==> src/rtl/mem_bus_pkg.sv <==
// Shared definitions for the native memory bus arbiter: bus widths,
// FSM state encoding and the default read data for timed-out transactions.
package mem_bus_pkg;

  localparam int ADDR_W = 32;
  localparam int DATA_W = 32;
  localparam int STRB_W = 4;
  localparam int IDX_W  = 3;

  localparam logic [DATA_W-1:0] ERR_RDATA_DEFAULT = 32'hDEAD_BEEF;

  typedef enum logic {
    IDLE = 1'b0,
    BUSY = 1'b1
  } bus_state_e;

endpackage

==> src/rtl/mem_bus_arbiter_rr_pick.sv <==
// Combinational round-robin selector: picks the first requester above
// last_grant, wrapping to the lowest index when none is found above it.
module rr_pick
  import mem_bus_pkg::*;
#(
  parameter int N = 2
) (
  input  logic [N-1:0]     req,
  input  logic [IDX_W-1:0] last_grant,
  output logic [N-1:0]     gnt,
  output logic [IDX_W-1:0] idx
);

  logic found;

  // First pass covers indices above last_grant; the second pass only runs
  // when that fails and therefore lands on the lowest requester (the wrap).
  always_comb begin
    gnt   = '0;
    idx   = '0;
    found = 1'b0;
    for (int i = 0; i < N; i++) begin
      if (!found && req[i] && (i > int'(last_grant))) begin
        gnt[i] = 1'b1;
        idx    = IDX_W'(i);
        found  = 1'b1;
      end
    end
    for (int i = 0; i < N; i++) begin
      if (!found && req[i]) begin
        gnt[i] = 1'b1;
        idx    = IDX_W'(i);
        found  = 1'b1;
      end
    end
  end

endmodule

==> src/rtl/mem_bus_arbiter.sv <==
// Round-robin arbiter sharing one native memory bus between several masters,
// with a watchdog that force-completes hung transactions and logs the first one.
module mem_bus_arbiter
  import mem_bus_pkg::*;
#(
  parameter int                NUM_MASTERS    = 2,
  parameter int                TIMEOUT_CYCLES = 1024,
  parameter logic [DATA_W-1:0] ERR_RDATA      = ERR_RDATA_DEFAULT
) (
  input  logic                          clk,
  input  logic                          reset,
  input  logic [NUM_MASTERS-1:0]        m_valid,
  input  logic [ADDR_W*NUM_MASTERS-1:0] m_addr,
  input  logic [DATA_W*NUM_MASTERS-1:0] m_wdata,
  input  logic [STRB_W*NUM_MASTERS-1:0] m_wstrb,
  output logic [NUM_MASTERS-1:0]        m_ready,
  output logic [DATA_W-1:0]             m_rdata,
  output logic                          s_valid,
  output logic [ADDR_W-1:0]             s_addr,
  output logic [DATA_W-1:0]             s_wdata,
  output logic [STRB_W-1:0]             s_wstrb,
  input  logic                          s_ready,
  input  logic [DATA_W-1:0]             s_rdata,
  output logic [NUM_MASTERS-1:0]        grant,
  output logic                          err_valid,
  output logic [ADDR_W-1:0]             err_addr,
  output logic [2:0]                    err_master,
  input  logic                          err_clear
);

  localparam int CNT_W = (TIMEOUT_CYCLES > 1) ? $clog2(TIMEOUT_CYCLES) : 1;
  localparam bit TIMEOUT_EN = (TIMEOUT_CYCLES != 0);
  localparam logic [CNT_W-1:0] CNT_LAST =
    CNT_W'((TIMEOUT_CYCLES > 0) ? TIMEOUT_CYCLES - 1 : 0);

  bus_state_e             state_q, state_d;
  logic [NUM_MASTERS-1:0] grant_q;
  logic [IDX_W-1:0]       owner_q;
  logic [IDX_W-1:0]       last_q;
  logic [CNT_W-1:0]       cnt_q;

  logic [NUM_MASTERS-1:0] pick_gnt;
  logic [IDX_W-1:0]       pick_idx;

  logic [ADDR_W-1:0]      owner_addr;
  logic [DATA_W-1:0]      owner_wdata;
  logic [STRB_W-1:0]      owner_wstrb;
  logic                   owner_valid;

  logic busy;
  logic timeout_hit;
  logic done_ok;
  logic done_to;
  logic aborted;

  rr_pick #(
    .N (NUM_MASTERS)
  ) u_rr_pick (
    .req        (m_valid),
    .last_grant (last_q),
    .gnt        (pick_gnt),
    .idx        (pick_idx)
  );

  // The one-hot grant doubles as mux select; zero grant in IDLE yields zeros.
  always_comb begin
    owner_addr  = '0;
    owner_wdata = '0;
    owner_wstrb = '0;
    for (int i = 0; i < NUM_MASTERS; i++) begin
      if (grant_q[i]) begin
        owner_addr  = owner_addr  | m_addr[i*ADDR_W +: ADDR_W];
        owner_wdata = owner_wdata | m_wdata[i*DATA_W +: DATA_W];
        owner_wstrb = owner_wstrb | m_wstrb[i*STRB_W +: STRB_W];
      end
    end
  end

  // A reset cycle is never treated as BUSY so an abandoned transfer cannot
  // produce a completion strobe on its way out.
  assign busy        = (state_q == BUSY) && !reset;
  assign owner_valid = |(m_valid & grant_q);
  assign timeout_hit = TIMEOUT_EN && (cnt_q == CNT_LAST);
  assign done_ok     = busy && owner_valid && s_ready;
  assign done_to     = busy && owner_valid && !s_ready && timeout_hit;
  assign aborted     = busy && !owner_valid;

  assign s_addr  = owner_addr;
  assign s_wdata = owner_wdata;
  assign s_wstrb = owner_wstrb;
  assign grant   = grant_q;

  always_comb begin
    state_d = state_q;
    s_valid = 1'b0;
    m_ready = '0;
    m_rdata = s_rdata;
    case (state_q)
      IDLE: begin
        if (|m_valid) state_d = BUSY;
      end
      BUSY: begin
        s_valid = busy && owner_valid && !done_to;
        if (done_ok || done_to) m_ready = grant_q;
        if (done_to) m_rdata = ERR_RDATA;
        if (done_ok || done_to || aborted) state_d = IDLE;
      end
      default: state_d = IDLE;
    endcase
  end

  always_ff @(posedge clk) begin
    if (reset) state_q <= IDLE;
    else       state_q <= state_d;
  end

  // Grant, round-robin pointer and watchdog counter.
  always_ff @(posedge clk) begin
    if (reset) begin
      grant_q <= '0;
      owner_q <= '0;
      last_q  <= IDX_W'(NUM_MASTERS - 1);
      cnt_q   <= '0;
    end else if (state_q == IDLE) begin
      if (|m_valid) begin
        grant_q <= pick_gnt;
        owner_q <= pick_idx;
      end
      cnt_q <= '0;
    end else if (state_d == IDLE) begin
      grant_q <= '0;
      last_q  <= owner_q;
      cnt_q   <= '0;
    end else begin
      cnt_q <= cnt_q + 1'b1;
    end
  end

  // A fresh timeout beats a simultaneous clear, otherwise the first capture sticks.
  always_ff @(posedge clk) begin
    if (reset) begin
      err_valid  <= 1'b0;
      err_addr   <= '0;
      err_master <= '0;
    end else if (done_to && (!err_valid || err_clear)) begin
      err_valid  <= 1'b1;
      err_addr   <= owner_addr;
      err_master <= owner_q;
    end else if (err_clear) begin
      err_valid <= 1'b0;
    end
  end

endmodule

==> config.mk <==
export PLATFORM = sky130hd
export DESIGN_NAME = mem_bus_arbiter
export DESIGN_NICKNAME = d
export VERILOG_FILES = /design/src/rtl/mem_bus_pkg.sv /design/src/rtl/mem_bus_arbiter_rr_pick.sv /design/src/rtl/mem_bus_arbiter.sv
export SDC_FILE = /design/constraint.sdc
export NUM_CORES = 1
export LEC_CHECK = 0
export BUFFER_PORTS_ARGS = -buffer_cell sky130_fd_sc_hd__buf_2
export CORE_AREA = 3 3 122 124
export DETAILED_ROUTE_END_ITERATION = 10
export DIE_AREA = 0 0 125 127
export PLACE_DENSITY_LB_ADDON = 0.3
export SLEW_MARGIN = 40
export SYNTH_ARGS = -nofsm -noshare
export SYNTH_HDL_FRONTEND = slang
export SYNTH_SLANG_ARGS = --single-unit
==> constraint.sdc <==
create_clock -name clk -period 3.8 [get_ports clk]
set_input_delay 0.19 -clock clk [delete_from_list [all_inputs] [get_ports clk]]
set_output_delay 0.19 -clock clk [all_outputs]
set_load 0.03 [all_outputs]
==> results of run 1 <==
[how the worst max path moves through the flow]
stage	endpoint	slack [ps]	depth (start not counted)
2_1_floorplan	m_rdata[30]	1700	6
3_3_place_gp	m_ready[0]	1410	6
3_5_place_dp	m_ready[1]	1400	6
4_1_cts	m_ready[1]	1070	6
5_1_grt	m_ready[1]	930	6
6_report	m_ready[1]	1090	6
[per-layer routing]
metal	vias up	global-route usage
li1	1877	-
met1	1722	0.194
met2	135	0.240
met3	8	0.0297
met4	0	0.0191
met5	-	0
[report_power, final]
| part | total [W] | switching, W | internal [W] |
|---|---|---|---|
| sequential | 0.000523 | 0.00000514 | 0.000518 |
| clock | 0.000455 | 0.000206 | 0.000249 |
| combinational | 0.000500 | 0.000313 | 0.000186 |
| total | 0.00148 | 0.000525 | 0.000953 |
[per-stage QoR]
step	hold slack, ps	power [W]	instance area (sq um)	std cells	setup slack (ps)
after global placement	445	0.00104	4560	812	1410
final	232	0.00148	4720	820	1090
after floorplan	345	0.000847	2930	356	1700
after CTS	219	0.00150	4720	820	1070
after global routing	243	0.00155	4720	820	931
after detailed placement	456	0.00104	4570	812	1400
[sequential cells by signal, summed over array words and instances, names as in the netlist]
| name | count |
|---|---|
| cnt_q | 10 |
| err_addr | 32 |
| err_master | 1 |
| err_valid | 1 |
| grant | 2 |
| last_q | 1 |
| owner_q | 1 |
| state_q | 1 |
[cell families after synthesis]
logic type / after synthesis / synth area share
simple gates: 105 / 0.213
compound gates: 147 / 0.352
buf+inv: 44 / 0.0706
xor+xnor: 8 / 0.0240
other cells: 1 / 0.00128
flops: 49 / 0.335
fa+ha+maj: 1 / 0.00428
[cell usage after synthesis, types with 2 or more instances]
library cell	instances
sky130_fd_sc_hd__nor3_1	2
sky130_fd_sc_hd__nor2_1	16
sky130_fd_sc_hd__inv_1	3
sky130_fd_sc_hd__buf_4	2
sky130_fd_sc_hd__dfxtp_1	49
sky130_fd_sc_hd__and2_1	3
sky130_fd_sc_hd__or2b_1	3
sky130_fd_sc_hd__a21oi_1	35
sky130_fd_sc_hd__a22o_1	69
sky130_fd_sc_hd__a21boi_0	2
sky130_fd_sc_hd__buf_2	9
sky130_fd_sc_hd__a311o_1	2
sky130_fd_sc_hd__nand3_1	36
sky130_fd_sc_hd__nand4_1	3
sky130_fd_sc_hd__clkbuf_2	3
sky130_fd_sc_hd__o21ai_0	35
sky130_fd_sc_hd__nand2_1	2
sky130_fd_sc_hd__xnor2_1	3
sky130_fd_sc_hd__nand2b_1	24
sky130_fd_sc_hd__clkbuf_1	22
sky130_fd_sc_hd__xor2_1	5
sky130_fd_sc_hd__buf_1	3
sky130_fd_sc_hd__and2_4	8
sky130_fd_sc_hd__and4_1	3
[worst register-to-register path: stages (launching register included)]
cell	delay (ps)
sky130_fd_sc_hd__dfxtp_1	370
sky130_fd_sc_hd__ha_1	240
sky130_fd_sc_hd__nand4_1	200
sky130_fd_sc_hd__or4_4	840
sky130_fd_sc_hd__buf_4	300
sky130_fd_sc_hd__o21ai_0	180
sky130_fd_sc_hd__a21oi_1	90
[final cells by class]
| class | count | area share |
|---|---|---|
| inverter | 3 | 0.00239 |
| sequential | 49 | 0.208 |
| tap | 180 | 0.0477 |
| multi-input combinational | 263 | 0.371 |
| clock buffer | 5 | 0.0265 |
| clock inverter | 3 | 0.00557 |
| timing repair buffer | 317 | 0.339 |
==> impl_metrics.json, run 1 <==
{
  "outcome": "finished, final reports clean",
  "critical_path.endpoint_type": "output port",
  "layout.nets": 814,
  "clock-root-buffer": "sky130_fd_sc_hd__clkbuf_16",
  "multi_input_area_sq_mm": 0.00175,
  "achievable-frequency_mhz": 370,
  "post_synth_inst_count": 355,
  "number_of_synthesized_flops_with_an_enable_pin": 0,
  "hold_path.startpoint": "m_valid[0]",
  "whs_endpoint": "grant[0]",
  "crit_path_cell_trace": "ha_1, nand4_1, or4_4, o21ai_0, and2_1, buf_2",
  "io_pins": 315,
  "yosys.area.top_type": "sky130_fd_sc_hd__dfxtp_1",
  "cts_repair_resize_count": 0,
  "ff2ff_setup_slack_ps": 1440,
  "grt_setup_unrepaired": "false",
  "startpoint_of_the_most_critical_setup_path": "cnt_q[0]",
  "drt_iter0_drc": 222,
  "vias": 3742,
  "share_of_flip_flops_with_an_asynchronous_set_or_reset": 0,
  "die_x_um": 125,
  "ys_top_cells_by_area": "sky130_fd_sc_hd__dfxtp_1 (34%), sky130_fd_sc_hd__a22o_1 (21%), sky130_fd_sc_hd__nand3_1 (6.2%)",
  "postCtsHoldBufs": 0,
  "totalWireLength_um": 12500,
  "routedWlPerCell_um": 15.2,
  "timing.setup.critical_path_class": "flip-flop to output port",
  "finish.utilization": 0.340,
  "synth_top_area_share": 0.335,
  "cp.required_ps": 3610,
  "std_cell_rows": 43,
  "final_layout_size_suffix_gt1_frac": 0.530,
  "class_of_the_worst_hold_path": "input pin to flip-flop",
  "first_global_vias": 3506,
  "met3WireLength_um": 762,
  "firstDrtPassIters": 4,
  "final_hold_viol_count": 0,
  "tritoncts_sink_count": 49,
  "worst_slew_margin_rel": 0.485,
  "synthFlopType": "sky130_fd_sc_hd__dfxtp_1",
  "start_util": 0.211,
  "finClkSkew_ps": 4.44,
  "maxSlewViolCount": 0,
  "timing.rr.end": "err_addr[11]",
  "detail_route.vias_per_cell": 4.56,
  "antenna_cell_count": 0,
  "cpMaxStageDelayCell": "sky130_fd_sc_hd__or4_4",
  "register_area_sq_um": 983,
  "ff2ff_path_depth": 6,
  "p_leak_nw": 2.43,
  "synthesis.area_per_instance_sq_um": 8.24,
  "max-cap-violations": 0,
  "m1WireLength_um": 5640,
  "layout.cells.most_common": "sky130_fd_sc_hd__buf_2",
  "postRouteAntennaNets": 0,
  "critical-path-max-stage-delay_ps": 840,
  "setup_violations": 0,
  "dp_hpwl_um": 9780,
  "die_area_sq_mm": 0.0159,
  "crit_family": "simple AND/OR/NAND/NOR gates",
  "grt_start_max_net_pins": 72,
  "clkLatencyLatePin_ps": 290,
  "design.core.area_sq_mm": 0.0139,
  "cts_setup_buffers": 0,
  "number_of_antenna_violations_at_the_first_check_in_global_routing": 0,
  "gp_routability_congestion": 0.860,
  "syn-cell-area_sq_mm": 0.00293,
  "arrival_ps": 2520,
  "drc": 0,
  "setup_total_negative_slack_ps": 0,
  "ir_drop_v": 0.000159,
  "synth_seq_cells": 49,
  "h_tree_lvl_count": 2,
  "startpoint_type": "flip-flop",
  "timing.final.crit_share": 0.712,
  "cts_tree": "built",
  "critical_path.max_fanout": 49,
  "nFillCells": 1504,
  "timing.final.crit_period_ps": 2710,
  "global_route.usage.total": 0.143,
  "clk_pin_slew_ps": 70,
  "worstPathBufferInverterCount": 1,
  "cts_buffers": 5,
  "ctsLongestPathBuffers": 2,
  "r2r-start": "cnt_q[0]",
  "p_per_area_mw_per_mm2": 313,
  "yosysUniqueCellTypes": 37,
  "grt_first_pass_wirelength_um": 19000,
  "die_height_um": 127,
  "ys_seq_area_frac": 0.335,
  "layout.cells.most_common_list": "sky130_fd_sc_hd__buf_2 (312), sky130_fd_sc_hd__a22o_1 (69), sky130_fd_sc_hd__dfxtp_1 (47), sky130_fd_sc_hd__nand3_1 (36)",
  "grt_remaining_overflow": 0,
  "met2_length_um": 6010,
  "ys_warnings": 0,
  "syn_to_final_growth_pct": 61.3,
  "highest_signal_layer": "met4",
  "worstMarginPinSlew_ps": 772,
  "numPortBuffers": 312,
  "holdPathStages": 2
}
Note: power is estimated with default switching activity, not from simulation.
==> run 2: changes to the inputs <==
CORE_AREA = 3 3 120 122   (was 3 3 122 124)
DIE_AREA = 0 0 123 125   (was 0 0 125 127)
clock period = 2.72 ns   (was 3.8 ns; I/O delays follow)
==> run 2 against run 1 <==
  * Non-clock buffer count is 2 higher
  * Combinational power increased by 42%
  * Final cell count decreased by 0.24%
  * Critical path type unchanged
  * Power grew 47%
  * Design area rose by 0.90%
  * Clock-buffer cell count increased by 1
  * Highest routed layer unchanged
==> impl_metrics.json, run 2 (synthesized netlist as in run 1, its figures left out) <==
{
  "numPortBuffers": 312,
  "switching_share": 0.333,
  "firstDrtPassIters": 5,
  "timing.final.ws_setup_ps": 226,
  "vias": 3859,
  "ff2ff_setup_slack_ps": 470,
  "antenna_cell_count": 0,
  "grt_start_max_net_pins": 72,
  "number_of_antenna_violations_at_the_first_check_in_global_routing": 0,
  "global_route.usage.total": 0.161,
  "cp.required_ps": 2580,
  "totalWireLength_um": 13400,
  "r2r-start": "state_q",
  "cts_repair_resize_count": 0,
  "die_area_sq_mm": 0.0154,
  "die_x_um": 123,
  "std_cell_rows": 42,
  "hold_slack_ps": 177,
  "gp_routability_congestion": 0.911,
  "postRouteAntennaNets": 0,
  "io_pins": 315,
  "start_util": 0.220,
  "layout.nets": 816,
  "design.core.area_sq_mm": 0.0133,
  "critical_path.endpoint_type": "output port",
  "crit_family": "simple AND/OR/NAND/NOR gates",
  "share_clk_of_total_power": 0.336,
  "layout.cells.most_common_list": "sky130_fd_sc_hd__buf_2 (312), sky130_fd_sc_hd__a22o_1 (69), sky130_fd_sc_hd__dfxtp_1 (47), sky130_fd_sc_hd__nand3_1 (36)",
  "p_leak_nw": 2.46,
  "crit_path_cell_trace": "nand4bb_1, or4_4, o21ai_0, and2_1, buf_2",
  "nFillCells": 1386,
  "p_per_area_mw_per_mm2": 455,
  "setup_total_negative_slack_ps": 0,
  "final_hold_viol_count": 0,
  "h_tree_lvl_count": 2,
  "layout.cells.most_common": "sky130_fd_sc_hd__buf_2",
  "postCtsHoldBufs": 0,
  "max_flop_register": "err_addr",
  "dp_slack_ps": 390,
  "timing.final.crit_period_ps": 2490,
  "met2_length_um": 6480,
  "grt_first_pass_wirelength_um": 19900,
  "max-cap-violations": 0,
  "worstPathBufferInverterCount": 1,
  "dp_hpwl_um": 10500,
  "grt_setup_unrepaired": "false",
  "first_global_vias": 3787,
  "critical-path-max-stage-delay_ps": 810,
  "achievable-frequency_mhz": 401,
  "timing.setup.critical_path_class": "flip-flop to output port",
  "finClkSkew_ps": 7.18,
  "ctsLongestPathBuffers": 2,
  "cts_setup_buffers": 0,
  "setup_violations": 0,
  "maxSlewViolCount": 0,
  "m1WireLength_um": 5890,
  "timing.rr.end": "err_addr[28]",
  "critical_path.max_fanout": 40,
  "netSwitchingPower_w": 0.000721,
  "arrival_ps": 2360,
  "hold_path.startpoint": "m_valid[0]",
  "clk_pin_slew_ps": 60,
  "cts_buffers": 5,
  "drt_iter0_drc": 166,
  "detail_route.vias_per_cell": 4.72,
  "worstMarginPinSlew_ps": 741,
  "worst_slew_margin_rel": 0.506,
  "cts_tree": "built",
  "drc": 0,
  "outcome": "finished, final reports clean",
  "syn_to_final_growth_pct": 62.8,
  "cellInternalPower_w": 0.00145,
  "largest_reg_flops": 32,
  "fin_total_pwr_w": 0.00217,
  "cpMaxStageDelayCell": "sky130_fd_sc_hd__or4_4",
  "whs_endpoint": "grant[0]",
  "highest_signal_layer": "met4",
  "clkLatencyLatePin_ps": 290,
  "holdPathStages": 2,
  "ir_drop_v": 0.000289,
  "die_height_um": 125,
  "ff2ff_path_depth": 5,
  "tritoncts_sink_count": 49,
  "seq_power_share": 0.337,
  "startpoint_type": "flip-flop",
  "routedWlPerCell_um": 16.4,
  "met3WireLength_um": 1020,
  "combinationalPowerShare": 0.327,
  "grt_remaining_overflow": 0,
  "timing.final.crit_share": 0.917,
  "final_layout_size_suffix_gt1_frac": 0.531,
  "class_of_the_worst_hold_path": "input pin to flip-flop",
  "clock-root-buffer": "sky130_fd_sc_hd__clkbuf_16"
}
[run 2: stage by stage]
stage | instance area, sq um | std cells | utilization
2_1_floorplan | 2930 | 356 | -
3_3_place_gp | 4590 | 810 | 0.345
3_5_place_dp | 4590 | 810 | 0.345
4_1_cts | 4760 | 818 | 0.358
5_1_grt | 4760 | 818 | 0.358
6_report | 4760 | 818 | 0.358
[run 2: power by group through the flow]
stage	registers, W	clock network [W]	logic [W]
6_report	0.000731	0.000727	0.000709
3_3_place_gp	0.000747	0	0.000702
3_5_place_dp	0.000747	0	0.000708
5_1_grt	0.000732	0.000780	0.000754
4_1_cts	0.000731	0.000754	0.000711
2_1_floorplan	0.000748	0	0.000435
[run 2: layout make-up]
| type | count | area (sq um) | area share |
|---|---|---|---|
| Multi-Input combinational cell | 263 | 1740 | 0.366 |
| Timing Repair Buffer | 319 | 1630 | 0.342 |
| Sequential cell | 49 | 983 | 0.207 |
| Tap cell | 176 | 220 | 0.0462 |
| Clock buffer | 6 | 139 | 0.0292 |
| Clock inverter | 2 | 37.5 | 0.00788 |
| Inverter | 3 | 11.3 | 0.00236 |
[run 2: how the worst max path moves through the flow]
stage                         end      from  slack, ps  depth (start not counted)
floorplan             m_rdata[30]  grant[0]        680                          6
global placement      err_addr[0]  cnt_q[0]        470                          6
detailed placement  err_master[0]  cnt_q[0]        390                          6
CTS                    m_ready[1]  cnt_q[0]        120                          6
global route           m_ready[1]   state_q         50                          5
finish                 m_ready[1]   state_q        230                          5
[run 2: metal layers]
layer,vias to the layer above,track usage
li1,1882,-
met1,1821,0.210
met2,152,0.278
met3,4,0.0397
met4,0,0.0156
met5,-,0
